==> src/rtl/chess_timer_pkg.sv <==
// Shared types and player encodings for the chess turn timer.
package chess_timer_pkg;

    typedef enum logic [1:0] {
        IDLE      = 2'd0,
        RUN_WHITE = 2'd1,
        RUN_BLACK = 2'd2,
        TIMEOUT   = 2'd3
    } timer_state_t;

    localparam logic PLAYER_WHITE = 1'b0;
    localparam logic PLAYER_BLACK = 1'b1;

endpackage

==> src/rtl/toggle_tick_detector.sv <==
// Turns every level change of the divided second clock into a one-cycle tick.
module toggle_tick_detector (
    input  logic clock,
    input  logic reset,
    input  logic second_clock,
    output logic tick
);

    logic sec_q_r;

    // Remember last cycle's second_clock level.
    always_ff @(posedge clock or posedge reset) begin
        if (reset) begin
            sec_q_r <= 1'b0;
        end else begin
            sec_q_r <= second_clock;
        end
    end

    assign tick = second_clock ^ sec_q_r;

endmodule

==> src/rtl/chess_turn_timer.sv <==
// Dual countdown chess clock: per-player seconds counters, turn switching and timeout flags.
// Optional Fischer increment on each move is enabled by defining CHESS_INCREMENT_EN.
module chess_turn_timer
    import chess_timer_pkg::*;
#(
    parameter int TIME_WIDTH        = 12,
    parameter int START_SECONDS     = 600,
    parameter int INCREMENT_SECONDS = 5
) (
    input  logic                  clock,
    input  logic                  reset,
    input  logic                  second_clock,
    input  logic                  start,
    input  logic                  move_done,
    input  logic                  pause,
    output logic [TIME_WIDTH-1:0] white_seconds,
    output logic [TIME_WIDTH-1:0] black_seconds,
    output logic                  active_player,
    output logic                  running,
    output logic                  white_timeout,
    output logic                  black_timeout
);

    localparam logic [TIME_WIDTH-1:0] START_C = TIME_WIDTH'(START_SECONDS);
    localparam logic [TIME_WIDTH-1:0] ZERO_C  = TIME_WIDTH'(0);
    localparam logic [TIME_WIDTH-1:0] ONE_C   = TIME_WIDTH'(1);

`ifdef CHESS_INCREMENT_EN
    function automatic logic [TIME_WIDTH-1:0] add_increment(input logic [TIME_WIDTH-1:0] value);
        logic [TIME_WIDTH:0] sum;
        sum = {1'b0, value} + (TIME_WIDTH+1)'(INCREMENT_SECONDS);
        if (sum[TIME_WIDTH]) begin
            return {TIME_WIDTH{1'b1}};
        end else begin
            return sum[TIME_WIDTH-1:0];
        end
    endfunction
`else
    function automatic logic [TIME_WIDTH-1:0] add_increment(input logic [TIME_WIDTH-1:0] value);
        return value;
    endfunction

    logic unused_inc_s;
    assign unused_inc_s = ^(32'(INCREMENT_SECONDS));
`endif

    timer_state_t          state_r, state_n_s;
    logic [TIME_WIDTH-1:0] white_r, white_n_s;
    logic [TIME_WIDTH-1:0] black_r, black_n_s;
    logic [TIME_WIDTH-1:0] cur_s, left_s, bumped_s;
    logic                  active_r, active_n_s;
    logic                  running_r;
    logic                  wto_r, wto_n_s;
    logic                  bto_r, bto_n_s;
    logic                  tick_s;

    toggle_tick_detector u_tick (
        .clock        (clock),
        .reset        (reset),
        .second_clock (second_clock),
        .tick         (tick_s)
    );

    // Next-state and counter update for the game clock.
    always_comb begin
        state_n_s  = state_r;
        white_n_s  = white_r;
        black_n_s  = black_r;
        active_n_s = active_r;
        wto_n_s    = wto_r;
        bto_n_s    = bto_r;
        cur_s      = (state_r == RUN_BLACK) ? black_r : white_r;
        // The decrement lands before any same-cycle switch; a zero counter is treated as expired.
        if (tick_s && (cur_s != ZERO_C)) begin
            left_s = cur_s - ONE_C;
        end else begin
            left_s = cur_s;
        end
        bumped_s = add_increment(left_s);

        case (state_r)
            IDLE, TIMEOUT: begin
                if (start) begin
                    state_n_s  = RUN_WHITE;
                    white_n_s  = START_C;
                    black_n_s  = START_C;
                    active_n_s = PLAYER_WHITE;
                    wto_n_s    = 1'b0;
                    bto_n_s    = 1'b0;
                end else begin
                    state_n_s = state_r;
                end
            end
            RUN_WHITE, RUN_BLACK: begin
                if (pause) begin
                    state_n_s = state_r;
                end else if (left_s == ZERO_C) begin
                    state_n_s = TIMEOUT;
                    if (state_r == RUN_BLACK) begin
                        black_n_s = ZERO_C;
                        bto_n_s   = 1'b1;
                    end else begin
                        white_n_s = ZERO_C;
                        wto_n_s   = 1'b1;
                    end
                end else if (move_done) begin
                    if (state_r == RUN_BLACK) begin
                        black_n_s  = bumped_s;
                        state_n_s  = RUN_WHITE;
                        active_n_s = PLAYER_WHITE;
                    end else begin
                        white_n_s  = bumped_s;
                        state_n_s  = RUN_BLACK;
                        active_n_s = PLAYER_BLACK;
                    end
                end else begin
                    if (state_r == RUN_BLACK) begin
                        black_n_s = left_s;
                    end else begin
                        white_n_s = left_s;
                    end
                end
            end
            default: begin
                state_n_s = IDLE;
            end
        endcase
    end

    // State and output registers.
    always_ff @(posedge clock or posedge reset) begin
        if (reset) begin
            state_r   <= IDLE;
            white_r   <= START_C;
            black_r   <= START_C;
            active_r  <= PLAYER_WHITE;
            running_r <= 1'b0;
            wto_r     <= 1'b0;
            bto_r     <= 1'b0;
        end else begin
            state_r   <= state_n_s;
            white_r   <= white_n_s;
            black_r   <= black_n_s;
            active_r  <= active_n_s;
            running_r <= (state_n_s == RUN_WHITE) || (state_n_s == RUN_BLACK);
            wto_r     <= wto_n_s;
            bto_r     <= bto_n_s;
        end
    end

    assign white_seconds = white_r;
    assign black_seconds = black_r;
    assign active_player = active_r;
    assign running       = running_r;
    assign white_timeout = wto_r;
    assign black_timeout = bto_r;

endmodule
==> config.mk <==
export PLATFORM = sky130hd
export DESIGN_NAME = chess_turn_timer
export DESIGN_NICKNAME = d
export VERILOG_FILES = /design/src/rtl/chess_timer_pkg.sv /design/src/rtl/toggle_tick_detector.sv /design/src/rtl/chess_turn_timer.sv
export SDC_FILE = /design/constraint.sdc
export NUM_CORES = 1
export LEC_CHECK = 0
export BUFFER_PORTS_ARGS = -buffer_cell sky130_fd_sc_hd__buf_4
export CAP_MARGIN = 20
export CORE_MARGIN = 8
export CORE_UTILIZATION = 45
export CTS_BUF_LIST = sky130_fd_sc_hd__clkbuf_16
export DETAILED_ROUTE_END_ITERATION = 8
export HOLD_SLACK_MARGIN = 0.02
export PLACE_DENSITY = 0.66
export SLEW_MARGIN = 10
export SYNTH_ARGS = -nofsm -noshare
export SYNTH_HDL_FRONTEND = slang
export SYNTH_HIERARCHICAL = 1
export SYNTH_SLANG_ARGS = --single-unit
==> constraint.sdc <==
create_clock -name clock -period 4.5 [get_ports clock]
set_clock_uncertainty 0.2 [all_clocks]
set_input_delay 0.675 -clock clock [delete_from_list [all_inputs] [get_ports clock]]
set_output_delay 0.675 -clock clock [all_outputs]
set_load 0.01 [all_outputs]
* After elaboration in Yosys (flattened, before gate mapping)
Cells that the tools add are included.
** Word-level totals
- Flip-flop bits (word level) :: 31
- Output and inout port bits :: 28
- Logic and storage cells :: 67
** Cells by class
- $add $sub $neg :: 1
- Equality and inequality tests :: 12
- Muxes and demuxes :: 33
- Bitwise logic cells :: 1
- Reduce and logical (&&, ||, !) cells :: 12
** Operator list (count)
- $mux W12 :: 11
- $pmux W12 S2 :: 2
- $ne A2 B2 Y1 const B :: 7
- $logic_not A12 Y1 :: 1
- $reduce_and A4 Y1 :: 3
- $reduce_bool A12 Y1 :: 1
- $sub A12 B1 Y12 const B :: 1
- $mux W1 :: 11
- $mux W2 :: 5
- $eq A2 B2 Y1 const B :: 3
- $pmux W1 S2 :: 3
- $reduce_and A3 Y1 :: 2
- $eq A2 B1 Y1 const B :: 2
- $pmux W2 S2 :: 1
- $reduce_or A2 Y1 :: 2
- $logic_not A2 Y1 :: 1
- $logic_and A1 B1 Y1 :: 1
- $logic_or A1 B1 Y1 :: 1
- $xor A1 B1 Y1 :: 1

* Longest topological paths before layout
- Depth in word-level cells :: 11
- Gate-level depth with buffers :: 15
- Depth with buffers taken out :: 12

* Hierarchy
Netlist, hierarchy kept.
** Modules (own cells, without submodules)
- chess_turn_timer :: times used 1, cells an instance 224, area an instance 2083.2 um^2, sequential area each 760.7 um^2
- toggle_tick_detector :: times used 1, cells an instance 3, area an instance 37.5 um^2, sequential area each 25.0 um^2

* Least setup slack after synthesis
Ideal clock, no wire load.
- Path type :: reg2reg
- From :: register state_r[0]
- To :: register active_r (netlist: active_player)
- Data arrival time :: 3.474 ns
- Required time :: 4.175 ns
- Setup slack :: 0.701 ns
- Stages on the path, launching flop included :: 16
- Buffers on the path :: 3
- Clock period less this slack :: 3.799 ns
- Cells stage by stage :: dfrtp_1 inv_1 ha_1 buf_6 buf_2 buf_2 mux2i_1 ha_1 and2_0 o21ai_0 nor4bb_1 o221ai_1 a2111oi_4 a21boi_0 o21ai_1 mux2_2
** On the way
- Word-level cells in the longest chain between the ends :: 8
- Elaborated cells between the ends (all ways) :: 22
** Ends and longest elaborated chain
- start: declaration :: RTL line chess_turn_timer.sv:47 : timer_state_t state_r, state_n_s;
- start signal: assignment :: RTL line chess_turn_timer.sv:141 : state_r <= state_n_s;
- parallel branches: the longest is 8 deep, another holds $sub A12 B1 Y12
- end signal: assignment :: RTL line chess_turn_timer.sv:144 : active_r <= active_n_s;
- end: declaration :: RTL line chess_turn_timer.sv:51 : logic active_r, active_n_s;
Parallel ways; which one is timed is not known. The select of a mux whose other input is x is not followed.
A chain may end at the register's enable or synchronous reset.

* Worst setup path in the final report
Ends and elaborated chain as after synthesis.

==> impl_summary.txt <==
----------------------------------------------------
[Outcome]
  Outcome ... completed

[Cells and area]
  Multi-input combinational cell area ... 1264 sq um
  Utilization of the core after routing ... 0.5576
  Number of inserted filler cells in the final layout ... 434
  Sequential standard cell area ... 785.8 sq um
  Signed area change from the synthesized netlist to the final layout ... 21.71%
  Share of cells above drive strength 1 ... 0.3015
  Nets@finish ... 271
  Antenna fix cells ... 0

[Clocking]
  Buffer levels on the longest clock path ... 2
  Count of clock tree sinks ... 31
  Total CTS buffers ... 5
  Post-CTS clock slew at the launch and capture registers of the worst setup and hold paths ... 0.05 ns
  Clk Tree Root Cell ... sky130_fd_sc_hd__clkbuf_16
  TritonCTS clock tree ... built
  Post-CTS setup buffers ... 0
  Htree depth ... 2
  Skew-Pair Late Insertion Delay ... 0.27 ns

[Timing]
  Worst hold-check slack ... 0.04242 ns
  Slew HR ... 0.4976
  Final period utilization ... 0.8726
  Final-layout setup total negative slack ... 0 ns
  Minimum setup slack in the final design ... 0.5732 ns
  Minimum period implied by the final worst setup slack ... 3.927 ns
  Final slew viol count ... 0
  Transition time of the tightest slew-check pin ... 0.7536 ns
  Unrepaired setup endpoints after global routing ... no
  Total count of hold-check failures in the final report ... 0
  Highest attainable clock frequency ... 254.7 MHz
  Number of failing setup endpoints in the final timing report ... 0

[Floorplan]
  Total number of placement rows ... 25
  Die span in x ... 84.65 um
  Initial core utilization ... 0.4581
  Overall die area ... 7166 sq um
  I/O pin cnt ... 34
  Core area ... 4629 sq um
  DIE HEIGHT ... 84.65 um

[Setup path]
  Cell breakdown of the critical path ... inv_1 > ha_2 > mux2i_1 > ha_1 > and2_0 > o21ai_0 > nor4bb_1 > o221ai_1 > a2111oi_4 > a21boi_0 > o21ai_1 > mux2_2
  Worst reg2reg setup slack ... 0.57 ns
  Startpoint of the worst register-to-register path ... state_r[0]
  Worst Setup Start Kind ... register
  Crit-path leading delay family ... compound AO/OA/AOI/OAI gates
  Largest stage delay on the critical path ... 0.44 ns
  Stages on worst setup path ... 12
  Worst setup path category ... reg -> reg
  End of the worst register-to-register path ... active_player
  Critical Path Sink ... active_player
  Source of the critical timing path ... state_r[0]
  Critical path data required time ... 4.45 ns
  Type of element capturing the critical path ... register
  Sum of buffers and inverters on the critical path ... 1
  Crit path max fanout ... 17
  Number of cells on the worst reg-to-reg path ... 12
  CP arrival ... 3.88 ns
  Slowest stage cell, crit path ... sky130_fd_sc_hd__ha_2

[Global routing]
  Wire length of the first global-routing pass ... 9004 um
  Met2 Usage GRT ... 0.2470
  GR met3 Demand/Resource ... 0.03707
  Maximum number of pins on one net before global-route repair ... 31
  Combined global-route utilization of all metal layers ... 0.1549
  Number of antenna violations at the first check in global routing ... 0
  Highest-utilization routing layer at the global route stage ... met2
  Global routing met1 resource utilization ... 0.1993
  Vias in the first global route ... 1818
  Remaining global-route overflow ... 0

[Yosys]
  Share of the synthesized area in the top cell type ... 0.2714
  Cells taking the most area after synthesis ... sky130_fd_sc_hd__dfrtp_1 27%, sky130_fd_sc_hd__dfstp_2 9.9%, sky130_fd_sc_hd__nand2_1 7.3%
  Share of synthesized area occupied by flip-flops and latches ... 0.3705
  Post-synthesis instance area ... 2121 sq um
  Total of flip-flops plus latches after synthesis ... 31
  Syn_nets ... 237
  Post-Synthesis Cells ... 227
  Primary FF master, synth ... sky130_fd_sc_hd__dfrtp_1
  Total of warnings raised by yosys ... 6
  Async SR Flop Fraction ... 1.000
  EDFF count, synth ... 0
  Count of cell types in the netlist ... 52
  Top cell type by total area after synthesis ... sky130_fd_sc_hd__dfrtp_1
  Avg Inst Size Synth ... 9.343 sq um

[Placement]
  Final estimated routing congestion in global placement ... 0.8535
  Half-perimeter wire length after detailed placement ... 3885 um
  Worst slack, placed ... 0.4426 ns
  Number of I/O port buffers ... 33

[Power]
  Switching power total ... 933.8 uW
  Clock network fraction of design power ... 0.181
  Power density over cell area ... 799.8 nW/um^2
  Leakage power summed over all cells ... 0.001118 uW
  Internal power ... 1131 uW
  Combinational share of power ... 0.546
  Sw Share ... 0.4524
  Power consumption ... 2064 uW
  Share of total power in sequential cells ... 0.273
  IR Drop Worst-Case VDD ... 0.0004462 V

[Detailed routing]
  Detailed router's first-iteration violation count ... 141
  DRC viols ... 0
  Detailed Route WL ... 5368 um
  Router iterations before antenna repair ... 4
  Average detailed-routed wire length per instance ... 16.99 um
  Detailed-route vias per instance ... 5.775
  Antenna-violating nets left ... 0
  Total number of vias ... 1825

[Flow run]
  Reported max-cap violation count ... 0

[Min path]
  Hold Crit Class ... in -> async

----------------------------------------------------
through the flow:
step           instances  area, sq um
2_1_floorplan        227         2121
3_3_place_gp         308         2415
3_5_place_dp         308         2415
4_1_cts              316         2579
5_1_grt              316         2581
6_report             316         2581
final cells by class:
type / instances / area share
Inverter: 8 / 0.01163
Sequential cell: 31 / 0.3044
Timing Repair Buffer: 36 / 0.1047
Clock buffer: 5 / 0.04847
Multi-Input combinational cell: 179 / 0.4896
Tap cell: 54 / 0.02618
Clock inverter: 3 / 0.01503
cells by family (layout without fill, tap and decap cells):
logic type / Yosys count / after routing / share of synthesized area
DFF: 31 / 31 / 0.3705
adders and majority gates: 4 / 4 / 0.02360
buffers and inverters: 17 / 52 / 0.03481
xor gates and xnor gates: 8 / 8 / 0.03658
muxes: 17 / 17 / 0.09498
and+or+nand+nor: 93 / 93 / 0.2195
AOI/OAI and AO/OA: 57 / 57 / 0.2201
worst min-delay path by stage:
| stage | slack (ns) | from | endpoint |
|---|---|---|---|
| after global placement | 0.29 | white_seconds[6] | white_seconds[6] |
| after detailed placement | 0.31 | white_seconds[6] | white_seconds[6] |
| after global routing | 0.05 | reset | u_tick/sec_q_r |
| after CTS | 0.04 | reset | u_tick/sec_q_r |
| after floorplan | 0.20 | reset | u_tick/sec_q_r |
| final | 0.04 | reset | u_tick/sec_q_r |
per-layer routing:
metal / vias up / part of all wire
li1: 887 / -
met1: 882 / 0.45
met2: 51 / 0.48
met3: 5 / 0.060
met4: 0 / 0.0073
met5: - / 0
cell usage after synthesis (3+ instances only):
master,number
sky130_fd_sc_hd__a21oi_1,6
sky130_fd_sc_hd__a31oi_1,5
sky130_fd_sc_hd__clkbuf_1,6
sky130_fd_sc_hd__dfrtp_1,23
sky130_fd_sc_hd__dfstp_2,8
sky130_fd_sc_hd__ha_1,4
sky130_fd_sc_hd__inv_1,8
sky130_fd_sc_hd__mux2_2,5
sky130_fd_sc_hd__mux2i_1,10
sky130_fd_sc_hd__nand2_1,41
sky130_fd_sc_hd__nand2b_1,5
sky130_fd_sc_hd__nor2_1,23
sky130_fd_sc_hd__nor3_1,3
sky130_fd_sc_hd__nor3_2,4
sky130_fd_sc_hd__nor3b_2,4
sky130_fd_sc_hd__nor4_1,3
sky130_fd_sc_hd__o21ai_0,14
sky130_fd_sc_hd__o31ai_1,7
sky130_fd_sc_hd__xnor2_1,4
sky130_fd_sc_hd__xor2_1,3
power groups by stage:
stage | registers (uW) | clock network, uW | logic (uW)
after floorplan | 575 | 0 | 750
after CTS | 564 | 383 | 1120
after global routing | 583 | 391 | 1240
after detailed placement | 565 | 0 | 1120
final | 564 | 374 | 1130
after global placement | 564 | 0 | 1100
placed cells by master (no fill, tap or decap), types with 4 or more instances in the layout:
master / synthesis / final
sky130_fd_sc_hd__nor3_2: 4 / 4
sky130_fd_sc_hd__a31oi_1: 5 / 5
sky130_fd_sc_hd__nor2_1: 23 / 23
sky130_fd_sc_hd__mux2_2: 5 / 5
sky130_fd_sc_hd__nand2b_1: 5 / 5
sky130_fd_sc_hd__clkbuf_16: 0 / 5
sky130_fd_sc_hd__mux2i_1: 10 / 10
sky130_fd_sc_hd__xnor2_1: 4 / 4
sky130_fd_sc_hd__dfstp_2: 8 / 8
sky130_fd_sc_hd__o21ai_0: 14 / 14
sky130_fd_sc_hd__nand2_1: 41 / 41
sky130_fd_sc_hd__inv_1: 8 / 8
sky130_fd_sc_hd__dfrtp_1: 23 / 23
sky130_fd_sc_hd__nor3b_2: 4 / 4
sky130_fd_sc_hd__a21oi_1: 6 / 6
sky130_fd_sc_hd__buf_4: 0 / 36
sky130_fd_sc_hd__o31ai_1: 7 / 7
state kept, by name, summed over array words and instances, names as in the netlist:
register and flops:
state_r 2, white_seconds 12, active_player 1, u_tick/sec_q_r 1, black_timeout 1, running 1, white_timeout 1, black_seconds 12
repair_timing:
item,in CTS,in global routing
resized for setup,0,1
endpoints found under the setup margin,0,1
hold buffers,0,0
(Power assumes the default switching activity.)
